===== src/rtl/rr_demux_sched.sv =====
// rtl/rr_demux_sched.sv - round-robin burst scheduler with registered 1:4 stream demux
// Distributes one valid/ready input stream over four output lanes in
// BURST_LEN-beat bursts, rotating among the lanes enabled in en_mask.
// Optional per-lane delivered-beat counters are built when RR_DEMUX_STATS_EN
// is defined; otherwise beat_cnt is tied to zero.
// Ports:
//   clk, rst                      rising-edge clock, async active-high reset
//   en_mask[3:0]                  lane eligibility, sampled only at arbitration
//   in_valid, in_data, in_ready   input stream handshake
//   out_valid[3:0]                one-hot lane valid for the shared out_data
//   out_data[WIDTH-1:0]           registered output beat
//   out_ready[3:0]                per-lane ready
//   cur_sel[1:0]                  lane currently holding the grant
//   busy                          high while a burst is being transferred
//   beat_cnt[63:0]                4 x 16-bit saturating delivered-beat counters
module rr_demux_sched #(
  parameter int WIDTH     = 8,
  parameter int BURST_LEN = 4
) (
  input  logic             clk,
  input  logic             rst,
  input  logic [3:0]       en_mask,
  input  logic             in_valid,
  input  logic [WIDTH-1:0] in_data,
  output logic             in_ready,
  output logic [3:0]       out_valid,
  output logic [WIDTH-1:0] out_data,
  input  logic [3:0]       out_ready,
  output logic [1:0]       cur_sel,
  output logic             busy,
  output logic [63:0]      beat_cnt
);

  localparam int CW = (BURST_LEN > 1) ? $clog2(BURST_LEN) : 1;
  localparam logic [CW-1:0] LAST_BEAT = CW'(BURST_LEN - 1);

  typedef enum logic {IDLE, XFER} state_t;

  state_t          state, state_nxt;
  logic [1:0]      last_grant;
  logic [1:0]      out_ch;
  logic [1:0]      pick;
  logic [1:0]      cand;
  logic            pick_ok;
  logic [CW-1:0]   count;
  logic            accept;
  logic            last_beat;

  // Search last_grant+1 .. last_grant+4; iterating downwards lets the
  // nearest eligible lane overwrite any farther one.
  always_comb begin
    pick    = 2'd0;
    pick_ok = 1'b0;
    cand    = 2'd0;
    for (int k = 4; k >= 1; k--) begin
      cand = last_grant + 2'(k);
      if (en_mask[cand]) begin
        pick    = cand;
        pick_ok = 1'b1;
      end
    end
  end

  // The held beat must leave (or be leaving this cycle) before a new one is
  // accepted, even if it belongs to a lane that no longer holds the grant.
  assign in_ready  = busy && ((out_valid == 4'd0) || out_ready[out_ch]);
  assign accept    = in_valid && in_ready;
  assign last_beat = (count == LAST_BEAT);

  always_ff @(posedge clk or posedge rst) begin
    if (rst) state <= IDLE;
    else     state <= state_nxt;
  end

  always_comb begin
    state_nxt = state;
    case (state)
      IDLE:    if (pick_ok) state_nxt = XFER;
      XFER:    if (accept && last_beat) state_nxt = IDLE;
      default: state_nxt = IDLE;
    endcase
  end

  always_comb begin
    busy = (state == XFER);
  end

  always_ff @(posedge clk or posedge rst) begin
    if (rst) begin
      last_grant <= 2'd3;
      cur_sel    <= 2'd0;
      count      <= '0;
    end else if (state == IDLE) begin
      if (pick_ok) begin
        last_grant <= pick;
        cur_sel    <= pick;
        count      <= '0;
      end
    end else if (accept) begin
      count <= last_beat ? '0 : count + 1'b1;
    end
  end

  // Output register: refill on accept, otherwise clear once the lane takes it.
  always_ff @(posedge clk or posedge rst) begin
    if (rst) begin
      out_valid <= 4'd0;
      out_data  <= '0;
      out_ch    <= 2'd0;
    end else if (accept) begin
      out_valid <= 4'b0001 << cur_sel;
      out_data  <= in_data;
      out_ch    <= cur_sel;
    end else if (out_ready[out_ch]) begin
      out_valid <= 4'd0;
    end
  end

`ifdef RR_DEMUX_STATS_EN
  for (genvar i = 0; i < 4; i++) begin : g_stats
    logic [15:0] cnt;
    always_ff @(posedge clk or posedge rst) begin
      if (rst) cnt <= 16'd0;
      else if (out_valid[i] && out_ready[i] && (cnt != 16'hFFFF)) cnt <= cnt + 16'd1;
    end
    assign beat_cnt[16*i +: 16] = cnt;
  end
`else
  assign beat_cnt = 64'd0;
`endif

endmodule


===== config.mk =====
export PLATFORM = sky130hd
export DESIGN_NAME = rr_demux_sched
export DESIGN_NICKNAME = d
export VERILOG_FILES = /design/src/rtl/rr_demux_sched.sv
export SDC_FILE = /design/constraint.sdc
export NUM_CORES = 1
export LEC_CHECK = 0
export CORE_UTILIZATION = 33
export DETAILED_ROUTE_END_ITERATION = 10
export GPL_ROUTABILITY_DRIVEN = 0
export MAX_ROUTING_LAYER = met4
export PLACE_DENSITY = 0.78
export SETUP_SLACK_MARGIN = 0.1
export SYNTH_ARGS = -nofsm -noshare
export SYNTH_HDL_FRONTEND = slang
export SYNTH_SLANG_ARGS = --single-unit

===== constraint.sdc =====
create_clock -name clk -period 1.8 [get_ports clk]
set_input_delay 0.54 -clock clk [delete_from_list [all_inputs] [get_ports clk]]
set_output_delay 0.54 -clock clk [all_outputs]
set_load 0.01 [all_outputs]

# Yosys cells after proc, flatten, opt, wreduce, memory -nomap -nowiden
# Index checks and enable logic that the tools add are counted.
[totals]
register_bits = 21
[op_classes]
addsub = 4
order_cmp = 5
eq_ne = 2
shifts = 1
muxes = 27
n_bitwise = 1
reduce_logical = 9
[ops]
columns = ["cell", "count"]
rows = [
  ["two-way mux 2 bit", 8],
  ["less-than comparator 2 x 3 -> 1 bit (second input constant)", 5],
  ["two-way mux 1 bit", 11],
  ["binary-select mux 1 bit (select 2 bit)", 5],
  ["two-way mux 4 bit", 2],
  ["adder 2 x 1 -> 2 bit (second input constant)", 2],
  ["adder 2 bit (second input constant)", 2],
  ["zero test 4 bit", 1],
  ["AND reduction 2 bit", 2],
  ["nonzero test 2 bit", 2],
  ["left shift 1 x 2 -> 4 bit (first input constant)", 1],
  ["logical AND 1 bit", 3],
  ["== test 2 bit (second input constant)", 1],
  ["inequality test 2 x 1 -> 1 bit (second input constant)", 1],
  ["case mux 1 bit (2 select lines)", 1],
  ["logical OR 1 bit", 1],
  ["NOT 1 bit", 1],
]

# Depth between registers and ports, before layout
[logic_depth]
ltp_word = 8
mapped_depth = 5
depth_no_buf = 4

# Least setup slack after synthesis
# OpenSTA, ideal clock, no wires.
[synth_path]
kind = "input to register"
start = "input out_ready[3]"
end = "register out_ch[0]"
setup_ps = 125
arrival_time_ps = 1819
required_ps = 1675
slack_ps = -144
cell_stages = 4
path_cell_list = "mux4_2 > o211ai_4 > buf_8 > mux2_4"
[synth_between]
elab_chain_len = 5
[synth_lines]
columns = ["item", "line_no", "source"]
rows = [
  ["start, declared", "28", "input logic [3:0] out_ready,"],
  ["binary-select mux 1 bit (select 2 bit)", "66", "assign in_ready = busy && ((out_valid == 4'd0) || out_ready[out_ch]);"],
  ["two-way mux 1 bit (implied by the code)", "66", ""],
  ["logical OR 1 bit", "66", ""],
  ["logical AND 1 bit", "66", ""],
  ["logical AND 1 bit", "67", "assign accept = in_valid && in_ready;"],
  ["end signal, assigned", "113", "out_ch <= cur_sel;"],
  ["end, declared", "41", "logic [1:0] out_ch;"],
]
# No other way between the ends. The select of a mux whose other input is x is not followed.
# A chain may end at the register's enable or synchronous reset.

# Worst setup path in the final report
[layout_path]
start = "register out_ch[0]"
end = "output in_ready"
[layout_between]
elab_chain_len = 4
[layout_lines]
columns = ["item", "line_no", "source"]
rows = [
  ["binary-select mux 1 bit (select 2 bit)", "66", ""],
  ["two-way mux 1 bit (implied by the code)", "66", ""],
  ["logical OR 1 bit", "66", ""],
  ["logical AND 1 bit", "66", ""],
  ["end, declared", "25", "output logic in_ready,"],
]
# No other way between the ends. The select of a mux whose other input is x is not followed.

==> results.json <==
{
  "status": "finished with violations",
  "violations": "DRC, setup timing",
  "ys_seq_elements": 21,
  "cts_buffers": 3,
  "antenna_found_initial": 0,
  "max_cap_violations": 0,
  "cts.sinks": 21,
  "htreeDepth": 1,
  "die_w_um": 69.6,
  "initial_core_util": 0.344,
  "fmax_mhz": 496,
  "rsz0062_at_grt": "yes",
  "drc": 1,
  "wl_per_cell_um": 10.3,
  "synthDistinctLibCells": 32,
  "drt_iter0_drc": 32,
  "core_area_um2": 4380,
  "antenna_left": 0,
  "multi_input_area_um2": 732,
  "final.min_clock_period_ps": 2020,
  "tns_ps": -2450,
  "r2r_setup_slack_ps": -200,
  "vias_per_cell": 4.13,
  "p_leak_uw": 0.00104,
  "final_common_cell": "conb_1",
  "dieArea_um2": 4840,
  "grt-ovfl-total": 0,
  "crit_path_end_kind": "primary output",
  "drv_slew": 0,
  "seqCellArea_um2": 529,
  "ctsHoldBuffers": 0,
  "ir_drop_mv": 0.412,
  "skew_ps": 6.48,
  "clk_pin_slew_ps": 80,
  "required_ps": 1260,
  "drive_gt1_frac": 0.277,
  "start_kind": "flip-flop",
  "fin_crit_sh": 1.12,
  "layout.nets": 234,
  "cts_tree": "built",
  "netlist_area_um2": 1510,
  "ys_warn_count": 0,
  "grt_pass1_vias": 957,
  "postLayoutSetupSlackWorst_ps": -217,
  "rows": 24,
  "arrival_ps": 1480,
  "setup_viol": 17,
  "ff2ff_path_depth": 6,
  "io_buffers": 34,
  "syn2layout_area_growth_pct": 29.1,
  "dr.pass1.iters": 8,
  "hold_start": "count[0]$_DFFE_PP0P_",
  "insertion_delay_ps": 260,
  "syn_inst": 150,
  "hold_path_end": "count[0]$_DFFE_PP0P_",
  "cts_root_buf": "clkbuf_8",
  "ios": 99,
  "syn-mean-instance-area_um2": 10.0,
  "antenna_cells": 0,
  "r2r-start": "out_ch[0]$_DFFE_PP0P_",
  "final_cell_mix": "64 x conb_1, 21 x buf_4, 18 x dfrtp_1",
  "wirelength_um": 2730,
  "fin_util": 0.443,
  "grt_first_pass_wirelength_um": 4170,
  "total_power_uw": 2980,
  "r2r-end": "out_ch[1]$_DFFE_PP0P_",
  "fillers": 416,
  "path_class": "flip-flop to primary output",
  "track_usage": 0.111,
  "vias": 1094,
  "grt_max_degree": 22,
  "clk_path_buf_depth": 2,
  "hold_class": "flip-flop to flip-flop",
  "path_max_fanout": 2,
  "dp_hpwl_um": 2110,
  "min_delay_path_depth": 1,
  "dieHeight_um": 69.6,
  "hold_viol": 0,
  "p_per_area_nw_per_um2": 1530,
  "seq_area_frac_synth": 0.350
}
==> flip-flops by register name, indices dropped and copies added, names as in the netlist <==
| name | flops |
|---|---|
| out_data | 8 |
| out_valid | 4 |
| count | 2 |
| cur_sel | 2 |
| last_grant | 2 |
| out_ch | 2 |
| busy | 1 |
==> power breakdown <==
group	leakage, µW	internal, µW	switching (µW)
clock	0.0000255	154	147
sequential	0.000249	727	169
combinational	0.000762	1040	747
==> per-stage QoR <==
step                      hold WS (ps)  instances  worst slack [ps]  instance area (µm²)
after floorplan                    458        213              -117                 1750
after global placement             474        253              -910                 1810
after detailed placement           483        253              -916                 1810
after CTS                          495        264              -258                 1910
after global routing               518        265              -301                 1940
final                              498        265              -217                 1940
==> critical path, stage by stage, from the launching register on <==
cell	delay, ps
dfrtp_1	380
mux4_2	550
nor2_2	110
nor2b_1	50
buf_2	130
==> routing by layer <==
metal | share of wire | vias to the layer above | GRT usage
li1 | - | 511 | -
met1 | 0.37 | 526 | 0.117
met2 | 0.55 | 53 | 0.203
met3 | 0.060 | 4 | 0.0102
met4 | 0.015 | 0 | 0.0612
met5 | 0 | - | -
==> repair_timing <==
action | CTS | global route
endpoints found under the setup margin | 28 | 22
gates cloned | 1 | 0
buffers inserted | 6 | 1
pin swaps | 3 | 2
gates resized for setup | 42 | 9
==> cells by family (layout without fill, tap and decap cells) <==
family                     after synthesis  after routing  share of synthesized area
other                                    1             64                    0.00249
adders and majority gates                1              1                    0.00830
DFF                                     21             21                      0.351
AOI/OAI and AO/OA                       20             20                     0.0997
buffers and inverters                   68             68                      0.336
and+or+nand+nor                         25             25                     0.0872
muxes                                   14             14                      0.115
==> synth_stat cells, drive strengths merged <==
| master | n | area share |
|---|---|---|
| buf | 65 | 0.33 |
| dfrtp | 19 | 0.32 |
| mux2 | 11 | 0.087 |
| nand2 | 8 | 0.020 |
| nor2 | 6 | 0.017 |
| a21o | 4 | 0.020 |
| o21ai | 4 | 0.013 |
| inv | 3 | 0.0075 |
| a211oi | 2 | 0.010 |
| a21oi | 2 | 0.0066 |
| a31oi | 2 | 0.0083 |
| dfstp | 2 | 0.035 |
| mux2i | 2 | 0.013 |
| nand2b | 2 | 0.0083 |
| nand3 | 2 | 0.0066 |
| o221ai | 2 | 0.012 |
| o31ai | 2 | 0.010 |
| a22o | 1 | 0.0058 |
| conb | 1 | 0.0025 |
| ha | 1 | 0.0083 |
| mux4 | 1 | 0.015 |
| nand4b | 1 | 0.0058 |
| nand4bb | 1 | 0.0075 |
| nor2b | 1 | 0.0042 |
| nor3b | 1 | 0.0050 |
| nor4 | 1 | 0.0042 |
| o211ai | 1 | 0.014 |
| or3 | 1 | 0.0042 |
| or4 | 1 | 0.0050 |
==> final cells by class <==
class                      instances  area share
timing repair buffer              61       0.288
clock buffer                       3      0.0212
inverter                           3     0.00579
tap                               52      0.0335
multi-input combinational        124       0.376
clock inverter                     1     0.00257
sequential                        21       0.272
==> worst max path at each step <==
stage	start	to	slack (ps)
after floorplan	out_ready[3]	out_ch[0]$_DFFE_PP0P_	-120
after global placement	out_ready[3]	in_ready	-910
after detailed placement	out_ready[3]	in_ready	-920
after CTS	out_ch[0]$_DFFE_PP0P_	in_ready	-260
after global routing	out_ch[0]$_DFFE_PP0P_	in_ready	-300
final	out_ch[0]$_DFFE_PP0P_	in_ready	-220
(Power assumes the default switching activity.)
==> RTL change 1, RTL diff (config.mk and constraints unchanged) <==
`BURST_LEN`: 4 -> 8.
--- a/src/rtl/rr_demux_sched.sv
+++ b/src/rtl/rr_demux_sched.sv
@@ -16,5 +16,5 @@
 module rr_demux_sched #(
   parameter int WIDTH     = 8,
-  parameter int BURST_LEN = 4
+  parameter int BURST_LEN = 8
 ) (
   input  logic             clk,
Behaviour: not the same (Yosys sat finds a counterexample within 10 cycles, from zero or initial values and one cycle with rst high).
==> RTL change 1 against the unedited design <==
The flow finishes with violations (setup timing); sequential share of layout area is 0.67 points higher; register-to-register slack better by 0.06 ns; core utilization is 0.13 points lower; power is 1.3% lower; highest routed layer unchanged; cell count is 1.9% higher; synthesized area is 5.7% higher; design area is 2.4% higher; global-route usage hardly changed; wire length is 2.2% higher; setup slack worse by 0.039 ns; first-iteration DRC count is 53% lower; sequential cell count is 1 higher.
==> RTL change 1: results (changes against the unedited design) <==
The run finished, with violations left. The final reports fail on setup timing. The global routing usage on met3 came out at 0.0309 (+0.0208). The tools report the met1 layer wirelength in the final routing as 1.13 mm (+11%). The logs give 1.52 ns (+0.04 ns) for the arrival time reported for the critical path endpoint and 1.07 nW (+3.3%) for the static leakage.

The tools report the cell count after placement as 261 (+3.2%). The tools report the violation count after the first detailed-routing iteration as 15 (-53%). The number of gates given a new drive strength after cts is 36 (-14%). The peak per-stage delay on the critical path works out to 0.57 ns (+0.02 ns). The power in the clock group is 347 uW (+15%), and the global-route wire length before repair is 4.41 mm (+5.6%). The mean instance size in the synthesized netlist is 9.89 um^2 (-1.5%), and the iteration count of the initial detailed-routing pass is 4 (-4).

The run gives 152 um (-7.9%) as the wire length on met3. The commonest cells after synthesis are 65 x sky130_fd_sc_hd__buf_4, 20 x sky130_fd_sc_hd__dfrtp_1, 12 x sky130_fd_sc_hd__mux2_2. For the post-detailed-placement cell area, the log shows 1870 um^2 (+3.3%). The logs give 0.132 (+0.0147) for the met1 layer usage reported by global route and -0.916 ns (-0.000120 ns) for the pre-CTS setup slack. For the count of buffers added by post-CTS timing repair for setup, the log shows 3 (-3). The total of endpoints with negative setup slack in the final report was 14 (-3); the largest net degree at the start of global routing was 23 (+4.5%). The fraction of layout cells with a size suffix above 1 was 0.257 (-0.0201).

Maximum clock skew at final layout: 0.00221 ns (-0.00427 ns). Final worst-path setup slack: -0.256 ns (-0.0391 ns).
==> RTL change 1: kinds of logic after synthesis <==
| logic type | share of synthesized area |
|---|---|
| buffers and inverters | 0.332 |
| AND/OR/NAND/NOR | 0.0770 |
| flip-flops | 0.347 |
| AO/OA/AOI/OAI | 0.108 |
| multiplexers | 0.118 |
| adder cells (fa/ha/maj) | 0.0157 |
| other | 0.00235 |
==> RTL change 1: final timing paths <==
kind | end | slack (ns) | depth (start not counted)
setup / recovery | in_ready | -0.26 | 4
hold / removal | count[0] | 0.49 | 1
setup reg to reg | out_data[3] | -0.14 | 5
hold reg to reg | count[0] | 0.49 | 1
max in group asynchronous | last_grant[1] | 0.91 | 3
min in group asynchronous | out_data[7] | 0.61 | 3
==> RTL change 1: layout make-up <==
| type | instances | area [um^2] |
|---|---|---|
| fillers | 449 | 2510 |
| multi-input cells | 128 | 766 |
| flip-flops and latches | 22 | 556 |
| repair buffers | 59 | 532 |
| well taps | 52 | 65.1 |
| clock buffers | 4 | 55.1 |
| inverters | 5 | 18.8 |
==> RTL change 2, RTL diff (config.mk and constraints unchanged) <==
Made on the original files. The option `RR_DEMUX_STATS_EN` is turned on by a define.
--- a/src/rtl/rr_demux_sched.sv
+++ b/src/rtl/rr_demux_sched.sv
@@ -14,4 +14,6 @@
 //   busy                          high while a burst is being transferred
 //   beat_cnt[63:0]                4 x 16-bit saturating delivered-beat counters
+`define RR_DEMUX_STATS_EN
+
 module rr_demux_sched #(
   parameter int WIDTH     = 8,
Behaviour: not the same (Yosys sat finds a counterexample within 4 cycles, from zero or initial values and one cycle with rst high).
==> RTL change 2 against the unedited design <==
The flow finishes with violations (setup timing); power grew 150%; sequential cell count grew 64; design area rose to 3.3 times the old value; die area rose to 2.7 times the old value; synthesized area increased to 2.7 times the old value; non-clock buffer count rose by 119; wire length grew to 4.0 times the old value; setup slack got worse by 0.27 ns; largest cell class is now flip-flops and latches.
==> RTL change 2: results (changes against the unedited design) <==
The run finished, with violations left. The final reports fail on setup timing. The iteration count of the initial detailed-routing pass came out at 6 (-2). The tools report the filler cell count as 1105 (+170%).

The post-synthesis compound-gate area fraction is 0.0890 (-0.0107). For the insertion delay to the later sink of the worst-skew pair, the log shows 0.33 ns (+0.07 ns). All-layer global routing usage: 0.174 (+0.0627).

For the worst voltage drop across the vdd grid, the log shows 0.684 mV (+66%). The arrival time reported for the critical path endpoint was 1.75 ns (+0.27 ns); the count of input and output buffers was 98 (+190%). The area growth from synthesis to layout works out to 54.4%. The tools report the destination of the worst register-to-register timing path as out_data[7].

Setup slack of the most critical reg-to-reg path: -0.08 ns (+0.12 ns). For the sequential element share of the synthesized area, the log shows 0.517 (+0.166). The number of levels in the clock H-tree is 3 (+2), and the number of buffers created by CTS is 9 (+6).

The xor-xnor portion of the synthesized cell area was 0.108 (+0.108). By count the netlist is led by 83 x sky130_fd_sc_hd__dfrtp_1, 30 x sky130_fd_sc_hd__xnor2_1, 28 x sky130_fd_sc_hd__nand2_1. For the maximum clock skew at final layout, the log shows 0.00689 ns (+0.000407 ns).

The run gives 0.492 ns (-0.00634 ns) as the hold slack. The number of diodes added for antenna fixing came out at 0 (unchanged). The post-detailed-placement cell area came out at 5700 um^2 (+210%). The maximum clock path buffer count was 2 (unchanged). The depth of the most critical reg-to-reg path came out at 5 (-1).

The total of endpoints with negative setup slack in the final report is 11 (-6). The largest registers in the layout are g_stats.cnt: 64 flops, out_data: 8 flops, out_valid: 4 flops. The tools report the filler-free cell count of the finished design as 733 (+180%). The cell at the root of the clock tree was sky130_fd_sc_hd__clkbuf_16. The run gives 17.4 mm (+320%) as the global-route wire length before repair. The logs give 3698 (+290%) for the via count of the first global-routing pass and 50 (+56%) for the unique cell type count in the Yosys netlist. The routed wirelength normalized by instance count works out to 14.8 um (+44%). The highest net fanout along the worst path works out to 2 (unchanged).

For the net count after synthesis, the log shows 400. The violation count after the first detailed-routing iteration was 312 (+880%); the final worst-path setup slack was -0.488 ns (-0.271 ns). The clock-pin transition on the worst setup and hold timing paths works out to 0.06 ns (-0.02 ns).

The fraction of layout cells with a size suffix above 1 works out to 0.287 (+0.00973). Origin of the worst min-delay path: g_stats[1].cnt[14]. The peak per-stage delay on the critical path was 0.50 ns (-0.05 ns); the largest net degree at the start of global routing was 49 (+120%). The tools report the sum of negative setup slack as -1.21 ns (+1.24 ns). The net total in the final layout was 584 (+150%). The worst hold path cell count is 1 (unchanged), and the pre-CTS setup slack is -1.17 ns (-0.249 ns). The mean instance size in the synthesized netlist came out at 11.0 um^2 (+9.1%). The hold path endpoint was g_stats[1].cnt[14].
[RTL change 2: cell types whose count changed in the layout (fill, tap and decap cells not counted), sizes merged, moves of 21 or more]
cell	change
buf	+53
conb	-64
dfrtp	+64
dlygate4sd2	+59
nand3	+23
nand4	+26
xnor2	+30
xor2	+21
[RTL change 2: worst max-delay path by stage]
| stage | start | end | slack [ns] | cells past startpoint |
|---|---|---|---|---|
| after floorplan | out_ready[3] | in_ready | -0.20 | 3 |
| after global placement | out_ready[0] | in_ready | -1.18 | 5 |
| after detailed placement | out_ready[0] | in_ready | -1.17 | 5 |
| after CTS | out_ch[0] | in_ready | -0.52 | 4 |
| after global routing | out_ch[0] | in_ready | -0.54 | 4 |
| final | out_ready[2] | in_ready | -0.49 | 5 |
[RTL change 2: layer usage]
layer,share of wire,GRT usage
met5,0,-
met4,0.021,0.0684
met3,0.035,0.0234
met2,0.52,0.299
met1,0.43,0.206
[RTL change 2: cell type report]
| type | count | share of cell area |
|---|---|---|
| clock inverter | 4 | 0.0114 |
| timing repair buffer | 180 | 0.243 |
| inverter | 12 | 0.00767 |
| multi-input combinational | 272 | 0.329 |
| sequential | 85 | 0.337 |
| tap | 168 | 0.0330 |
| clock buffer | 12 | 0.0387 |
[RTL change 2: what timing repair did]
| item | CTS | global route |
|---|---|---|
| gates resized for setup | 118 | 32 |
| endpoints found under the setup margin | 111 | 51 |
| pin swaps | 3 | 13 |
| setup buffers | 29 | 8 |
[RTL change 2: power by group through the flow]
stage / clock network (mW) / registers [mW] / logic [mW]
2_1_floorplan: 0 / 2.89 / 1.06
3_3_place_gp: 0 / 2.77 / 2.45
3_5_place_dp: 0 / 2.79 / 2.54
4_1_cts: 2.03 / 2.69 / 2.59
5_1_grt: 2.13 / 2.76 / 2.93
6_report: 1.99 / 2.70 / 2.68
